$ cat src/rtl/reorder_buffer.sv
// Circular reorder buffer: allocates rename tags at issue, collects ALU/LSB results,
// forwards finished values to issue and retires one entry per cycle in program order.
module reorder_buffer #(
    parameter int ROB_SIZE   = 16,
    parameter int ROB_IDX_W  = 4,
    parameter int WORD_W     = 32,
    parameter int REG_IDX_W  = 5,
    parameter int INSTR_ID_W = 6
) (
    input  logic                  clk_in,
    input  logic                  rst_in,
    input  logic                  rdy_in,
    input  logic                  issue_en_in,
    input  logic [INSTR_ID_W-1:0] issue_instr_id_in,
    input  logic [REG_IDX_W-1:0]  issue_rd_in,
    input  logic                  issue_is_branch_in,
    input  logic                  issue_is_store_in,
    input  logic                  issue_pred_taken_in,
    output logic [ROB_IDX_W-1:0]  rob_pos_out,
    output logic                  rob_full_out,
    input  logic [ROB_IDX_W-1:0]  query_rs1_tag_in,
    input  logic [ROB_IDX_W-1:0]  query_rs2_tag_in,
    output logic                  rs1_ready_out,
    output logic                  rs2_ready_out,
    output logic [WORD_W-1:0]     rs1_value_out,
    output logic [WORD_W-1:0]     rs2_value_out,
    input  logic                  alu_en_in,
    input  logic [ROB_IDX_W-1:0]  alu_rob_pos_in,
    input  logic [WORD_W-1:0]     alu_res_in,
    input  logic                  alu_jump_in,
    input  logic [WORD_W-1:0]     alu_target_in,
    input  logic                  lsb_en_in,
    input  logic [ROB_IDX_W-1:0]  lsb_rob_pos_in,
    input  logic [WORD_W-1:0]     lsb_res_in,
    output logic                  commit_to_regfile_en_out,
    output logic [INSTR_ID_W-1:0] commit_to_regfile_instr_id_out,
    output logic [REG_IDX_W-1:0]  commit_to_regfile_rd_out,
    output logic [ROB_IDX_W-1:0]  commit_to_regfile_rob_pos_out,
    output logic [WORD_W-1:0]     commit_to_regfile_res_out,
    output logic                  commit_store_en_out,
    output logic [ROB_IDX_W-1:0]  commit_store_rob_pos_out,
    output logic                  clear_branch_out,
    output logic [WORD_W-1:0]     branch_target_out
);

    localparam logic [ROB_IDX_W-1:0] FIRST_POS = ROB_IDX_W'(1);
    localparam logic [ROB_IDX_W-1:0] LAST_POS  = ROB_IDX_W'(ROB_SIZE - 1);

    // Position 0 means "no producer", so pointers skip it on wrap.
    function automatic logic [ROB_IDX_W-1:0] next_pos(input logic [ROB_IDX_W-1:0] p);
        if (p == LAST_POS) next_pos = FIRST_POS;
        else               next_pos = p + FIRST_POS;
    endfunction

    logic [ROB_IDX_W-1:0]  head_q, head_d, tail_q, tail_d, count_q, count_d;
    logic [ROB_SIZE-1:0]   valid_q, valid_d, ready_q, ready_d;
    logic [ROB_SIZE-1:0]   is_branch_q, is_store_q, pred_taken_q, jump_q;
    logic [INSTR_ID_W-1:0] instr_id_q [ROB_SIZE];
    logic [REG_IDX_W-1:0]  rd_q       [ROB_SIZE];
    logic [WORD_W-1:0]     res_q      [ROB_SIZE];
    logic [WORD_W-1:0]     target_q   [ROB_SIZE];

    logic                  cm_en_q, cm_en_d, st_en_q, st_en_d, clr_q, clr_d;
    logic [INSTR_ID_W-1:0] cm_id_q, cm_id_d;
    logic [REG_IDX_W-1:0]  cm_rd_q, cm_rd_d;
    logic [ROB_IDX_W-1:0]  cm_pos_q, cm_pos_d, st_pos_q, st_pos_d;
    logic [WORD_W-1:0]     cm_res_q, cm_res_d, tgt_q, tgt_d;

    logic full_s, alloc_s, commit_s, flush_s;

    function automatic logic [WORD_W:0] lookup(input logic [ROB_IDX_W-1:0] tag);
        if (tag == {ROB_IDX_W{1'b0}})                  lookup = {1'b1, {WORD_W{1'b0}}};
        else if (ready_q[tag])                         lookup = {1'b1, res_q[tag]};
        else if (alu_en_in && (alu_rob_pos_in == tag)) lookup = {1'b1, alu_res_in};
        else if (lsb_en_in && (lsb_rob_pos_in == tag)) lookup = {1'b1, lsb_res_in};
        else                                           lookup = {(WORD_W + 1){1'b0}};
    endfunction

    assign {rs1_ready_out, rs1_value_out} = lookup(query_rs1_tag_in);
    assign {rs2_ready_out, rs2_value_out} = lookup(query_rs2_tag_in);

    assign full_s       = (count_q == LAST_POS);
    assign rob_full_out = full_s;
    assign rob_pos_out  = tail_q;

    assign commit_s = valid_q[head_q] && ready_q[head_q];
    assign flush_s  = commit_s && is_branch_q[head_q] && (jump_q[head_q] != pred_taken_q[head_q]);
    assign alloc_s  = issue_en_in && !full_s && !flush_s;

    // Next-state for pointers, occupancy and per-entry status bits.
    always_comb begin
        valid_d = valid_q;
        ready_d = ready_q;
        head_d  = head_q;
        tail_d  = tail_q;
        count_d = count_q;
        if (commit_s) begin
            valid_d[head_q] = 1'b0;
            head_d          = next_pos(head_q);
        end else begin
            head_d = head_q;
        end
        if (alu_en_in) ready_d[alu_rob_pos_in] = 1'b1;
        else           ready_d = ready_d;
        if (lsb_en_in) ready_d[lsb_rob_pos_in] = 1'b1;
        else           ready_d = ready_d;
        if (alloc_s) begin
            valid_d[tail_q] = 1'b1;
            ready_d[tail_q] = 1'b0;
            tail_d          = next_pos(tail_q);
        end else begin
            tail_d = tail_q;
        end
        case ({alloc_s, commit_s})
            2'b10:   count_d = count_q + FIRST_POS;
            2'b01:   count_d = count_q - FIRST_POS;
            default: count_d = count_q;
        endcase
        if (flush_s) begin
            valid_d = {ROB_SIZE{1'b0}};
            ready_d = {ROB_SIZE{1'b0}};
            head_d  = FIRST_POS;
            tail_d  = FIRST_POS;
            count_d = {ROB_IDX_W{1'b0}};
        end else begin
            count_d = count_d;
        end
    end

    // Next-state for the registered commit, store-release and redirect outputs.
    always_comb begin
        cm_en_d  = commit_s;
        st_en_d  = commit_s && is_store_q[head_q];
        clr_d    = flush_s;
        cm_id_d  = cm_id_q;
        cm_rd_d  = cm_rd_q;
        cm_pos_d = cm_pos_q;
        cm_res_d = cm_res_q;
        st_pos_d = st_pos_q;
        tgt_d    = tgt_q;
        if (commit_s) begin
            cm_id_d  = instr_id_q[head_q];
            cm_rd_d  = rd_q[head_q];
            cm_pos_d = head_q;
            cm_res_d = res_q[head_q];
        end else begin
            cm_pos_d = cm_pos_q;
        end
        if (st_en_d) st_pos_d = head_q;
        else         st_pos_d = st_pos_q;
        if (flush_s) tgt_d = target_q[head_q];
        else         tgt_d = tgt_q;
    end

    // Control state and outputs: reset first, then advance only while rdy_in is high.
    always_ff @(posedge clk_in) begin
        if (rst_in) begin
            head_q   <= FIRST_POS;
            tail_q   <= FIRST_POS;
            count_q  <= {ROB_IDX_W{1'b0}};
            valid_q  <= {ROB_SIZE{1'b0}};
            ready_q  <= {ROB_SIZE{1'b0}};
            cm_en_q  <= 1'b0;
            st_en_q  <= 1'b0;
            clr_q    <= 1'b0;
            cm_id_q  <= {INSTR_ID_W{1'b0}};
            cm_rd_q  <= {REG_IDX_W{1'b0}};
            cm_pos_q <= {ROB_IDX_W{1'b0}};
            cm_res_q <= {WORD_W{1'b0}};
            st_pos_q <= {ROB_IDX_W{1'b0}};
            tgt_q    <= {WORD_W{1'b0}};
        end else if (rdy_in) begin
            head_q   <= head_d;
            tail_q   <= tail_d;
            count_q  <= count_d;
            valid_q  <= valid_d;
            ready_q  <= ready_d;
            cm_en_q  <= cm_en_d;
            st_en_q  <= st_en_d;
            clr_q    <= clr_d;
            cm_id_q  <= cm_id_d;
            cm_rd_q  <= cm_rd_d;
            cm_pos_q <= cm_pos_d;
            cm_res_q <= cm_res_d;
            st_pos_q <= st_pos_d;
            tgt_q    <= tgt_d;
        end
    end

    // Entry payload; validity lives in valid_q/ready_q so no reset is needed here.
    always_ff @(posedge clk_in) begin
        if (rdy_in) begin
            if (alloc_s) begin
                instr_id_q[tail_q]   <= issue_instr_id_in;
                rd_q[tail_q]         <= issue_rd_in;
                is_branch_q[tail_q]  <= issue_is_branch_in;
                is_store_q[tail_q]   <= issue_is_store_in;
                pred_taken_q[tail_q] <= issue_pred_taken_in;
                jump_q[tail_q]       <= 1'b0;
            end
            if (alu_en_in) begin
                res_q[alu_rob_pos_in]    <= alu_res_in;
                jump_q[alu_rob_pos_in]   <= alu_jump_in;
                target_q[alu_rob_pos_in] <= alu_target_in;
            end
            if (lsb_en_in) begin
                res_q[lsb_rob_pos_in] <= lsb_res_in;
            end
        end
    end

    assign commit_to_regfile_en_out       = cm_en_q;
    assign commit_to_regfile_instr_id_out = cm_id_q;
    assign commit_to_regfile_rd_out       = cm_rd_q;
    assign commit_to_regfile_rob_pos_out  = cm_pos_q;
    assign commit_to_regfile_res_out      = cm_res_q;
    assign commit_store_en_out            = st_en_q;
    assign commit_store_rob_pos_out       = st_pos_q;
    assign clear_branch_out               = clr_q;
    assign branch_target_out              = tgt_q;

endmodule

$ cat config.mk
export PLATFORM = sky130hd
export DESIGN_NAME = reorder_buffer
export DESIGN_NICKNAME = d
export VERILOG_FILES = /design/src/rtl/reorder_buffer.sv
export SDC_FILE = /design/constraint.sdc
export NUM_CORES = 2
export LEC_CHECK = 0
export ABC_AREA = 1
export CORE_MARGIN = 2
export CORE_UTILIZATION = 56
export DETAILED_ROUTE_END_ITERATION = 7
export HOLD_SLACK_MARGIN = 0.03
export PLACE_DENSITY_LB_ADDON = 0.2
export SETUP_SLACK_MARGIN = 0.2
export SYNTH_ARGS = -nofsm -noshare
export SYNTH_HDL_FRONTEND = slang
export SYNTH_SLANG_ARGS = --single-unit
$ cat constraint.sdc
create_clock -name clk_in -period 4.55 [get_ports clk_in]
set_clock_uncertainty 0.05 [all_clocks]
set_input_delay 0.91 -clock clk_in [delete_from_list [all_inputs] [get_ports clk_in]]
set_output_delay 0.91 -clock clk_in [all_outputs]
set_load 0.01 [all_outputs]
-- Word level (Yosys, flattened, before mapping)
Memory sizes are Yosys's and may differ from the RTL's. A register that Yosys moved wholly into a read port is not among the register bits.
Cells that the tools add are included.
- add/subtract/negate cells: 4
- magnitude comparators: 10
- equal/unequal tests: 10
- multiplexer cells: 63
- bitwise logic cells: 8
- reduce and logical (&&, ||, !) cells: 28
- operator list (operator ; count):
    2-to-1 mux 33 bit ; 8
    2-to-1 mux 16 bit ; 10
    bitwise mux 16 bit ; 4
    bitwise AND 16 bit ; 3
    OR 16 bit ; 3
    binary-select mux 1 bit (select 4 bit) ; 8
    NOT 16 bit ; 2
    less-than comparator 4 x 5 -> 1 bit, second input constant ; 6
    2-to-1 mux 4 bit ; 7
    2-to-1 mux 1 bit ; 21
    demux 1 bit (select 4 bit) ; 4
    equality test 4 bit ; 4
    greater-or-equal comparator 4 x 1 -> 1 bit, second input constant ; 4
    logical AND 1 bit ; 14
    AND reduction 2 bit ; 7
    adder 4 x 1 -> 4 bit, second input constant ; 3
    equality test 4 bit, second input constant ; 3
    zero test 4 bit ; 2
    case mux 4 bit (2 select lines) ; 1
    nonzero test 2 bit ; 2
    subtractor 4 x 1 -> 4 bit, second input constant ; 1
    nonzero test 3 bit ; 1
    equality test 2 x 1 -> 1 bit, second input constant ; 1
    equality test 2 bit, second input constant ; 1
    2 further kinds ; 3
- bits in registers: 119
- RAM bits: 1200
- input bits: 133
- output and inout port bits: 157
- word-level logic and storage cells: 141
- memories kept: 4
- memory list (memory ; words ; bits a word ; read ports ; clocked after Yosys merged registers in ; write ports ; RTL line ; RTL):
    res_q ; 16 ; 32 ; 3 ; 1 ; 2 ; 60 ; logic [WORD_W-1:0] res_q [ROB_SIZE];
    target_q ; 16 ; 32 ; 1 ; 1 ; 1 ; 61 ; logic [WORD_W-1:0] target_q [ROB_SIZE];
    instr_id_q ; 16 ; 6 ; 1 ; 1 ; 1 ; 58 ; logic [INSTR_ID_W-1:0] instr_id_q [ROB_SIZE];
    rd_q ; 16 ; 5 ; 1 ; 1 ; 1 ; 59 ; logic [REG_IDX_W-1:0] rd_q [ROB_SIZE];

-- Depth between registers and ports, before layout
- word-level depth: 11
- depth in mapped cells: 25
- gate-level depth less buffers: 23

-- Worst setup path after synthesis
Ideal clock, no wire load.
- kind: input to register
- from: in alu_rob_pos_in[3]
- to: mem res_q[9][0], enable pin
- arrival time: 3.838 ns
- data required time: 4.034 ns
- path slack: 0.196 ns
- cell stages on the path: 7
- path buffers: 1
- path through: clkbuf_1 > inv_1 > nor2_1 > inv_1 > nor2_1 > inv_1 > o21ai_0
- RTL lines (what ; RTL line ; RTL):
    start, declared ; 28 ; input logic [ROB_IDX_W-1:0] alu_rob_pos_in,
    end, declared ; 60 ;

-- Worst setup path after layout
- from: in query_rs2_tag_in[2]
- to: out rs2_value_out[27]
- word-level cells in the longest chain between the ends: 6
- ends and longest elaborated chain (what ; RTL line ; RTL):
    start, declared ; 22 ; input logic [ROB_IDX_W-1:0] query_rs2_tag_in,
    equality test 4 bit ; 75 ; else if (lsb_en_in && (lsb_rob_pos_in == tag)) lookup = {1'b1, lsb_res_in};
    logical AND 1 bit ; 75 ;
    2-to-1 mux 33 bit ; 75 ;
    2-to-1 mux 33 bit ; 74 ; else if (alu_en_in && (alu_rob_pos_in == tag)) lookup = {1'b1, alu_res_in};
    2-to-1 mux 33 bit ; 73 ; else if (ready_q[tag]) lookup = {1'b1, res_q[tag]};
    2-to-1 mux 33 bit * ; 72 ; if (tag == {ROB_IDX_W{1'b0}}) lookup = {1'b1, {WORD_W{1'b0}}};
    end, declared ; 26 ; output logic [WORD_W-1:0] rs2_value_out,
Mark *: on every way between the ends. The rest lies on a longest branch, timed or not. The select of a mux whose other input is x is not followed.

==> key figures <==
Synthesis
  • Main flop type after synthesis: edfxtp_1
  • Mapped Cells: 7877
  • Post-synth cell types: 45
  • Area contributors post-synth: edfxtp_1, o21ai_0, a21oi_1, nand2_1, dfxtp_1
  • YS warnings: 0
  • #FFs+latches synth: about 1400
  • Largest area contributor in the netlist: edfxtp_1
  • Asr flop ratio synth: 0%
  • Mapped Area: around 70000 sq um
  • Mapped Avg Cell Area: about 9 sq um
  • Post-synthesis net count: between 8000 and 9000
  • Post-synth top area share: between 50 and 60%
  • Post-synthesis sequential area ratio: approximately 57%
  • Post-synth EDFFs: about 1300

Power
  • Int Power: approximately 22 mW
  • Leakage power: between 30 and 40 nW
  • Seq pwr share: 48.2%
  • Comb power frac: approximately 10%
  • Switch share: 25.1%
  • VDD IR max: 0.000416 V
  • Tot Pwr: about 30 mW
  • Sw power: about 7.4 mW
  • Clock share of power: approximately two fifths
  • Power Density: between 300 and 400 nW/um^2

Route
  • Via Count: ~66000
  • DRT Pass-1 Iters: 8
  • DRT antenna net count: 0
  • Drt initial violations: 12900
  • Remaining DRCs: 65
  • Final WL: 280000 microns
  • Post-DR wirelength/cell: ~29 microns
  • Drt via density: 6.84

Final layout
  • FF+latch area: about 40000 sq um
  • Multi-input logic area: 26400 sq um
  • Post-layout util: about two thirds
  • Layout cells sized above 1: 9.06%
  • Nets@finish: slightly above 8000
  • Final instance area: 82600 sq um
  • Layout fillers: roughly 9800
  • Syn-to-layout area delta: 16.2%

STA
  • RSZ-0062 raised after global routing: true
  • Worst slew margin: 0.708%
  • Tightest Pin Transition: roughly 1.5 ns
  • Hold slack: 0.414 ns
  • Peak Freq: about 230 MHz
  • Final min period: between 4 and 5 ns
  • Final Hold Viols: 0
  • Tcrit/Tclk final: a little over nine tenths
  • Setup ws final: 0.110 ns
  • Fin. max-slew vios: 0
  • Final setup violation count: 0

Global route
  • Vias in the first global route: approximately 60000
  • Maximum number of pins on one net before global-route repair: ~210
  • GRT Total Usage: between 40% and 50%
  • Antenna violations before repair: 14
  • First-pass GRT wire length: ~400000 microns
  • Grt ovf: 0

Worst setup path
  • Req. time, crit path: approximately 3.6 ns
  • CP Cell Sequence: buf_4 > clkinv_2 > buf_12 > buf_12 > a221oi_1 > a31oi_1 > nand2_1 > a21oi_1 > buf_4 > nor3_1 > buf_4 > clkdlybuf4s50_1
  • Crit path largest cell delay: between 0.5 and 0.6 ns
  • CP Launch Type: input port
  • Worst setup path class: in2out
  • Highest-delay cell along the critical path: clkdlybuf4s50_1
  • Setup crit end kind: output port
  • Most numerous cell on the critical path: buf_4
  • FF-to-FF path depth: 14
  • Critical Path Fanout Max: 21
  • Critical Path AT: between 3 and 4 ns
  • Reg-to-reg slack, setup: 0.81 ns

Clock network
  • CTS tree: built
  • Cts bufs inserted: between 100 and 150
  • Worst skew pair latency: 0.82 ns
  • H-tree levels: 4
  • CTS root buffer: clkbuf_16
  • Hold Buf Count CTS: 0
  • Clock transition at the registers of the reported paths: roughly 0.06 ns
  • CTS sink count: around 1400
  • CTS Buffer Depth: 3

Place
  • Routability-driven placement congestion ratio: ~1.0
  • PortBufs: just under 300
  • Place WS: -0.238 ns
  • Hpwl dp: 162000 microns
  • DP Area: approximately 77000 sq um

Worst hold path
  • Hold WC Path Type: reg2reg
  • Worst Hold Depth: 2

Floorplanning
  • # rows: between 100 and 150
  • # IOs: 290
  • Die height: ~360 microns
  • Die W: 360 microns
  • Core area: around 130000 sq um
  • Total die area: 130000 sq um
  • Starting Density: 56.6%

Status
  • Violated checks: DRC, capacitance limit
  • Status: finished, violations left

Run
  • Max-cap viol count: 1
-- power groups by stage --
stage | sequential (mW) | combinational [mW] | clock [mW]
2_1_floorplan | 14.5 | 1.34 | 0
3_3_place_gp | 14.5 | 2.71 | 0
3_5_place_dp | 14.5 | 2.75 | 0
4_1_cts | 14.3 | 2.78 | 12.4
5_1_grt | 14.3 | 3.06 | 12.9
6_report | 14.3 | 2.95 | 12.4
-- through the flow --
step,cells,TNS [ns]
finish,9711,0
global route,9706,0
CTS,9703,0
detailed placement,9423,-1.37
global placement,9423,-1.56
floorplan,7877,0
-- registers in the layout (all words and copies together) (netlist names), 5 cells and up --
signal / count
valid_q: 16
commit_to_regfile_rd_out: 5
rd_q: 80
branch_target_out: 32
pred_taken_q: 16
jump_q: 16
instr_id_q: 96
commit_to_regfile_instr_id_out: 6
ready_q: 16
res_q: 512
commit_to_regfile_res_out: 32
target_q: 512
is_store_q: 16
is_branch_q: 16
-- worst paths after layout --
kind	to	from
worst min register to register	commit_to_regfile_rob_pos_out[0]$_SDFFE_PP0P_	commit_to_regfile_rob_pos_out[0]$_SDFFE_PP0P_
worst max register to register	pred_taken_q[1]$_DFFE_PP_	head_q[1]$_SDFFE_PP0P_
worst min-delay path	commit_to_regfile_rob_pos_out[0]$_SDFFE_PP0P_	commit_to_regfile_rob_pos_out[0]$_SDFFE_PP0P_
worst max-delay path	rs2_value_out[27]	query_rs2_tag_in[2]
-- critical path, delay by kind of cell --
| kind | cells | cell delay [ns] |
|---|---|---|
| compound gates | 3 | 0.55 |
| buf+inv | 7 | 1.59 |
| simple gates | 2 | 0.38 |
-- cells in the final DEF (no fill, tap or decap), types with 43 or more instances in the layout --
master           instances
nor3_1                  61
nand3_1                394
clkbuf_16              149
inv_1                  435
dfxtp_1                128
nand2_1                967
o21ai_0               1819
edfxtp_1              1264
a22o_1                  52
a221oi_1                62
clkdlybuf4s50_1        219
o22ai_1                179
nor2_1                 465
clkbuf_1                43
a21oi_1               1012
buf_4                  295
buf_12                  79
-- cells in the mapped netlist, types with 63 or more instances --
| cell | instances |
|---|---|
| nand2_1 | 969 |
| dfxtp_1 | 130 |
| a21oi_1 | 1017 |
| buf_1 | 118 |
| a221oi_1 | 63 |
| nor3_1 | 78 |
| buf_2 | 93 |
| inv_1 | 441 |
| edfxtp_1 | 1264 |
| clkbuf_1 | 528 |
| nand3_1 | 411 |
| o22ai_1 | 179 |
| nor2_1 | 482 |
| o21ai_0 | 1840 |
-- kinds of logic after synthesis --
group / after synthesis / synth area share (%)
AO/OA/AOI/OAI: 3283 / 24.5
XOR/XNOR: 2 / 0.0246
adder cells (fa/ha/maj): 10 / 0.176
buffers and inverters: 1223 / 6.84
flip-flops: 1394 / 57.0
AND/OR/NAND/NOR: 1965 / 11.4
-- repair_timing --
action	4_1_cts	5_1_grt
buffers inserted	4	1
endpoints found under the setup margin	64	43
gates resized for setup	58	50
pin swaps	2	5
cloned	3	0
-- area by class of cell --
type	instances	area share, %
clock inverter	69	1.08
tap	1650	2.50
timing repair buffer	669	8.29
inverter	457	2.13
multi-input combinational	5261	32.0
antenna	7	0.0212
clock buffer	204	4.91
sequential	1394	49.1
-- per-layer routing --
| metal | vias to the layer above | wire [microns] | GRT usage [%] |
|---|---|---|---|
| met5 | - | 107 | 0 |
| met1 | 31000 | 101000 | 57.5 |
| li1 | 28400 | - | - |
| met3 | 1183 | 47900 | 14.5 |
| met4 | 18 | 17000 | 21.0 |
| met2 | 5876 | 114000 | 58.6 |
Note: power is estimated with default switching activity, not from simulation.
